[src/rtl/udp_pkg.sv]
// Shared definitions for the UDP payload stages: widths, framer state
// encoding and tkeep helper functions.
package udp_pkg;

  localparam int DATA_W = 64;
  localparam int KEEP_W = 8;
  localparam int LEN_W  = 16;
  localparam int CNT_W  = LEN_W + 1;
  localparam int KCNT_W = $clog2(KEEP_W + 1);

  typedef enum logic {
    ST_IDLE     = 1'b0,
    ST_IN_FRAME = 1'b1
  } frame_state_t;

  // Number of valid bytes in a beat.
  function automatic logic [KCNT_W-1:0] keep_popcount(input logic [KEEP_W-1:0] keep);
    logic [KCNT_W-1:0] n;
    n = '0;
    for (int k = 0; k < KEEP_W; k++) begin
      n = n + KCNT_W'(keep[k]);
    end
    return n;
  endfunction

  // True when keep is of the form 0..01..1 (ones packed from bit 0).
  // An all-zero keep also satisfies this; callers reject it separately.
  function automatic logic keep_contiguous(input logic [KEEP_W-1:0] keep);
    logic [KEEP_W-1:0] plus_one;
    plus_one = keep + KEEP_W'(1);
    return (keep & plus_one) == '0;
  endfunction

endpackage

[src/rtl/udp_payload_framer_keep_decode.sv]
// Combinational tkeep decode: byte count, contiguity flag and a
// per-bit data mask that zeroes disabled bytes.
module keep_decode
  import udp_pkg::*;
(
  input  logic [KEEP_W-1:0] keep,
  output logic [KCNT_W-1:0] count,
  output logic              contiguous,
  output logic [DATA_W-1:0] byte_mask
);

  // Expand each keep bit over its byte and evaluate the shared helpers.
  always_comb begin
    byte_mask  = '0;
    count      = keep_popcount(keep);
    contiguous = keep_contiguous(keep);
    for (int k = 0; k < KEEP_W; k++) begin
      byte_mask[8*k +: 8] = {8{keep[k]}};
    end
  end

endmodule

[src/rtl/udp_payload_framer.sv]
// Passive AXI-Stream tap that turns accepted payload beats into
// checksum-ready big-endian words with sop/eop framing, and reports the
// payload length and framing errors with each end of packet.
//
// state       | meaning
// ------------+---------------------------------------------
// ST_IDLE     | waiting for the first beat of a frame
// ST_IN_FRAME | first beat seen, waiting for the tlast beat
module udp_payload_framer
  import udp_pkg::*;
#(
  parameter int MAX_BYTES = 8972
) (
  input  logic              clk,
  input  logic              rst_n,
  input  logic [DATA_W-1:0] s_axis_tdata,
  input  logic [KEEP_W-1:0] s_axis_tkeep,
  input  logic              s_axis_tlast,
  input  logic              s_axis_tvalid,
  input  logic              s_axis_tready,
  output logic [DATA_W-1:0] udp_data,
  output logic              udp_data_valid,
  output logic              sop,
  output logic              eop,
  output logic [LEN_W-1:0]  payload_len,
  output logic              len_valid,
  output logic              frame_err
);

  frame_state_t      state, state_nxt;
  logic [CNT_W-1:0]  len_cnt, len_nxt;
  logic              err_flag, err_nxt;

  logic              beat;
  logic              sop_nxt;
  logic [KCNT_W-1:0] keep_cnt;
  logic              keep_contig;
  logic [DATA_W-1:0] byte_mask;
  logic [DATA_W-1:0] masked;
  logic [DATA_W-1:0] swapped;
  logic [CNT_W-1:0]  len_base;
  logic [CNT_W-1:0]  len_sum;
  logic [LEN_W-1:0]  len_sat;
  logic              beat_err;
  logic              len_over;

  keep_decode u_keep_decode (
    .keep       (s_axis_tkeep),
    .count      (keep_cnt),
    .contiguous (keep_contig),
    .byte_mask  (byte_mask)
  );

  assign beat   = s_axis_tvalid & s_axis_tready;
  assign masked = s_axis_tdata & byte_mask;

  // Reverse byte order so each 16-bit lane is a network-order word.
  always_comb begin
    swapped = '0;
    for (int k = 0; k < KEEP_W; k++) begin
      swapped[DATA_W-1-8*k -: 8] = masked[8*k +: 8];
    end
  end

  // Next-state, length accumulation and per-frame error tracking.
  always_comb begin
    state_nxt = state;
    len_nxt   = len_cnt;
    err_nxt   = err_flag;
    sop_nxt   = 1'b0;

    // The sop beat restarts length and error regardless of history.
    len_base = (state == ST_IDLE) ? '0 : len_cnt;
    // Once past 16 bits the count freezes: the output is saturated and the
    // frame is already over any legal maximum, so no wrap can occur.
    len_sum  = len_base[CNT_W-1] ? len_base : len_base + CNT_W'(keep_cnt);
    len_sat  = len_sum[CNT_W-1] ? '1 : len_sum[LEN_W-1:0];
    len_over = len_sum > CNT_W'(MAX_BYTES);
    beat_err = s_axis_tlast ? (!keep_contig || (s_axis_tkeep == '0))
                            : (s_axis_tkeep != '1);

    if (beat) begin
      sop_nxt   = (state == ST_IDLE);
      len_nxt   = len_sum;
      err_nxt   = ((state == ST_IDLE) ? 1'b0 : err_flag) | beat_err | len_over;
      state_nxt = s_axis_tlast ? ST_IDLE : ST_IN_FRAME;
    end
  end

  // Frame state, running length and sticky error flag.
  always_ff @(posedge clk) begin
    if (!rst_n) begin
      state    <= ST_IDLE;
      len_cnt  <= '0;
      err_flag <= 1'b0;
    end else begin
      state    <= state_nxt;
      len_cnt  <= len_nxt;
      err_flag <= err_nxt;
    end
  end

  // Output registers: one cycle behind acceptance; data holds when idle.
  always_ff @(posedge clk) begin
    if (!rst_n) begin
      udp_data       <= '0;
      udp_data_valid <= 1'b0;
      sop            <= 1'b0;
      eop            <= 1'b0;
      len_valid      <= 1'b0;
      payload_len    <= '0;
      frame_err      <= 1'b0;
    end else begin
      udp_data_valid <= beat;
      sop            <= sop_nxt;
      eop            <= beat & s_axis_tlast;
      len_valid      <= beat & s_axis_tlast;
      if (beat) begin
        udp_data <= swapped;
      end
      if (beat && s_axis_tlast) begin
        payload_len <= len_sat;
        frame_err   <= err_nxt;
      end
    end
  end

endmodule
[config.mk]
export PLATFORM = sky130hd
export DESIGN_NAME = udp_payload_framer
export DESIGN_NICKNAME = d
export VERILOG_FILES = /design/src/rtl/udp_pkg.sv /design/src/rtl/udp_payload_framer_keep_decode.sv /design/src/rtl/udp_payload_framer.sv
export SDC_FILE = /design/constraint.sdc
export NUM_CORES = 1
export LEC_CHECK = 0
export ABC_CLOCK_PERIOD_IN_PS = 17100
export CAP_MARGIN = 20
export CORE_MARGIN = 2
export CORE_UTILIZATION = 49
export DETAILED_ROUTE_END_ITERATION = 7
export PLACE_DENSITY = 0.95
export SLEW_MARGIN = 25
export SYNTH_ARGS = -nofsm -noshare
export SYNTH_HDL_FRONTEND = slang
export SYNTH_HIERARCHICAL = 1
export SYNTH_SLANG_ARGS = --single-unit
[constraint.sdc]
create_clock -name clk -period 17.1 [get_ports clk]
set_input_delay 5.13 -clock clk [delete_from_list [all_inputs] [get_ports clk]]
set_output_delay 5.13 -clock clk [all_outputs]
set_load 0.01 [all_outputs]
==> results.tsv <==
metric	value	unit
status	completed	
Detail Route Antenna Nets	0	
part of the power in combinational logic	0.196	
initial core utilization	0.500	
Post-Syn Instances	647	
worst-margin pin slew	0.920	ns
post-synth cell types	63	
Core Footprint	10800	um2
setup TNS	0	ns
sequential share of power	0.487	
IO Port Bufs	161	
GP Congestion	0.968	
maxcap violations	0	
crit-path max FO	14	
global-route wire length before repair	21800	um
Resize count post-CTS	0	
Startpoint Class	primary input	
GRT Overall Usage	0.232	
synthesized-area fraction occupied by adder cells	0.0364	
CTS tree	done	
post-synthesis sequential area ratio	0.380	
Yosys Warn Count	6	
antenna violations before repair	0	
Post-synth top cells	dfxtp_1, nand2_1, a21boi_0, nand3_1, buf_4	
Hold WS	0.468	ns
switch share	0.272	
Top FF cell, synth	dfxtp_1	
hold-fix buffers at CTS	0	
Rows	38	
Worst-Skew Late Latency	0.36	ns
setup bufs post-CTS	0	
Fin. Hold Viols	0	
worst stage delay on the critical path	0.70	ns
Vias/cell	5.64	
simple-gate area share of the yosys netlist	0.204	
xor and xnor fraction of the mapped netlist area	0.0178	
CP max stage cell	clkdlybuf4s50_1	
Most common cell on crit path	fa_1	
fraction of synthesized area in multiplexers	0.0131	
critical-path cell list	clkdlybuf4s50_1, fa_1, inv_1, fa_1, fa_1, inv_1, ha_1, inv_1, fa_1, inv_1, fa_1, and2_1, o211ai_2, a311o_1, o21a_2, nand2_1, a221oi_1, nor2_1	
top-area cell type share of the netlist area	0.380	
fmax	97.2	MHz
Num Clock Sinks	103	
clock group share of total power	0.317	
Worst setup EP type	register	
arrival time at the worst endpoint	10.54	ns
CTS Root Buffer Type	clkbuf_8	
Final Setup Violations	0	
die area	11900	um2
Detailed Route WL	13800	um
CTS Buf Count	9	
ranking of synthesized cells by area	dfxtp_1, a21boi_0, buf_4, nand2_1, nand3_1	
FFs w/ async S/R, synth	0	
pins over their slew limit	0	
I/O Pins	162	
HPWL after DPL	9910	um
worst hold path class	register to register	
net count after synthesis	736	
drt pass-1 iters	6	
vias in the first global route	4681	
DRC	0	
DR iter-0 viols	493	
largest net degree at the start of global routing	102	
Avg Cell Area, Syn	8.38	um2
Tmin final	10.29	ns
Worst-path clk slew	0.09	ns
post-synthesis compound-gate area fraction	0.209	
RSZ-0062 raised after global routing	no	
die width	109	um
slew margin rel.	0.387	
share of layout cells above drive strength 1	0.0569	
fin crit share	0.602	
#FFs+latches synth	103	
wire per inst	16.1	um
clock buffer depth	2	
CP required	17.35	ns
# diodes	0	
largest family of logic cells by synthesized area	compound AO/OA/AOI/OAI gates	
Nets	805	
Layout Area Growth over Synthesis	24.6	%
P per Cell Area	77.1	nW/um2
P_leak	2.35	nW
via total after detailed routing	4854	
H-tree depth	3	
area leader, netlist	dfxtp_1	
WS Path Type	primary input to register	
grt ovf	0	
Cell Area, Synth	5420	um2
P_int	0.379	mW
EDFF count, synth	0	
Setup Skew	0.00992	ns
DIE HEIGHT	109	um
Sw Pwr	0.142	mW
Peak VDD IR	0.0418	mV
-- registers in the layout (all words and copies together) (netlist names) --
name            cells
frame_err           1
sop                 1
len_cnt            17
payload_len        16
state               1
err_flag            1
udp_data           64
len_valid           1
udp_data_valid      1
-- power groups by stage --
stage	combinational [mW]	clock [mW]	sequential (mW)
after global placement	0.0959	0	0.259
after floorplan	0.0621	0	0.261
after detailed placement	0.101	0	0.259
after CTS	0.102	0.170	0.254
final	0.102	0.165	0.254
after global routing	0.111	0.178	0.255
-- cell families after synthesis --
kind of cell               after synthesis
muxes                                    7
xor gates and xnor gates                11
AOI/OAI and AO/OA                      157
and+or+nand+nor                        233
adders and majority gates               13
DFF                                    103
buffers and inverters                  123
-- critical path, delay by kind of cell --
kind,cells,cell delay [ns]
adder cells (fa/ha/maj),6,2.74
AO/OA/AOI/OAI,4,1.14
buffers and inverters,5,0.96
AND/OR/NAND/NOR,3,0.56
-- stage by stage --
| step | total power [mW] | cell area (um2) | setup WS [ns] | util | std cells |
|---|---|---|---|---|---|
| 2_1_floorplan | 0.323 | 5420 | 7.76 | - | 647 |
| 3_3_place_gp | 0.355 | 6540 | 6.77 | 0.603 | 845 |
| 3_5_place_dp | 0.360 | 6540 | 6.54 | 0.603 | 845 |
| 4_1_cts | 0.525 | 6760 | 6.87 | 0.624 | 861 |
| 5_1_grt | 0.545 | 6760 | 6.52 | 0.624 | 861 |
| 6_report | 0.522 | 6760 | 6.81 | 0.624 | 861 |
-- metal layers --
layer,up-vias,GRT usage,part of all wire
li1,2311,-,-
met1,2289,0.259,0.40
met2,213,0.418,0.50
met3,41,0.0496,0.066
met4,0,0.107,0.039
met5,-,0,0
-- layout make-up --
| cell class | count | area, um2 |
|---|---|---|
| multi-input cells | 421 | 2610 |
| clock buffers | 9 | 124 |
| well taps | 140 | 175 |
| flip-flops and latches | 103 | 2060 |
| repair buffers | 165 | 1640 |
| fillers | 843 | 4080 |
| inverters | 16 | 60.1 |
| clock inverters | 7 | 96.3 |
-- worst paths after layout --
| path | startpoint | end | slack [ns] | cells after the start |
|---|---|---|---|---|
| hold / removal | udp_data[27]$_SDFFE_PN0P_ | udp_data[27]$_SDFFE_PN0P_ | 0.47 | 2 |
| setup / recovery | s_axis_tkeep[0] | payload_len[4]$_SDFFE_PN0P_ | 6.81 | 18 |
| hold reg to reg | udp_data[27]$_SDFFE_PN0P_ | udp_data[27]$_SDFFE_PN0P_ | 0.47 | 2 |
| setup reg to reg | state$_SDFFE_PN0P_ | payload_len[4]$_SDFFE_PN0P_ | 13.83 | 11 |
-- cell usage in the layout (no fill, tap or decap), drive strengths merged, types with 3 or more instances in the layout --
cell type / instances
nor2: 10
ha: 7
o221a: 5
clkdlybuf4s50: 160
and2: 13
buf: 5
mux2i: 6
nor3: 5
or3: 3
dfxtp: 103
xnor2: 8
nand2b: 5
clkinvlp: 3
nor2b: 3
nand4: 4
a21boi: 73
a21oi: 8
o211a: 4
xor2: 3
inv: 17
nand3: 73
a31oi: 12
and3: 6
a211oi: 4
o21ai: 30
fa: 5
clkbuf: 9
nand2: 104
Power figures use the tool's default switching activity.
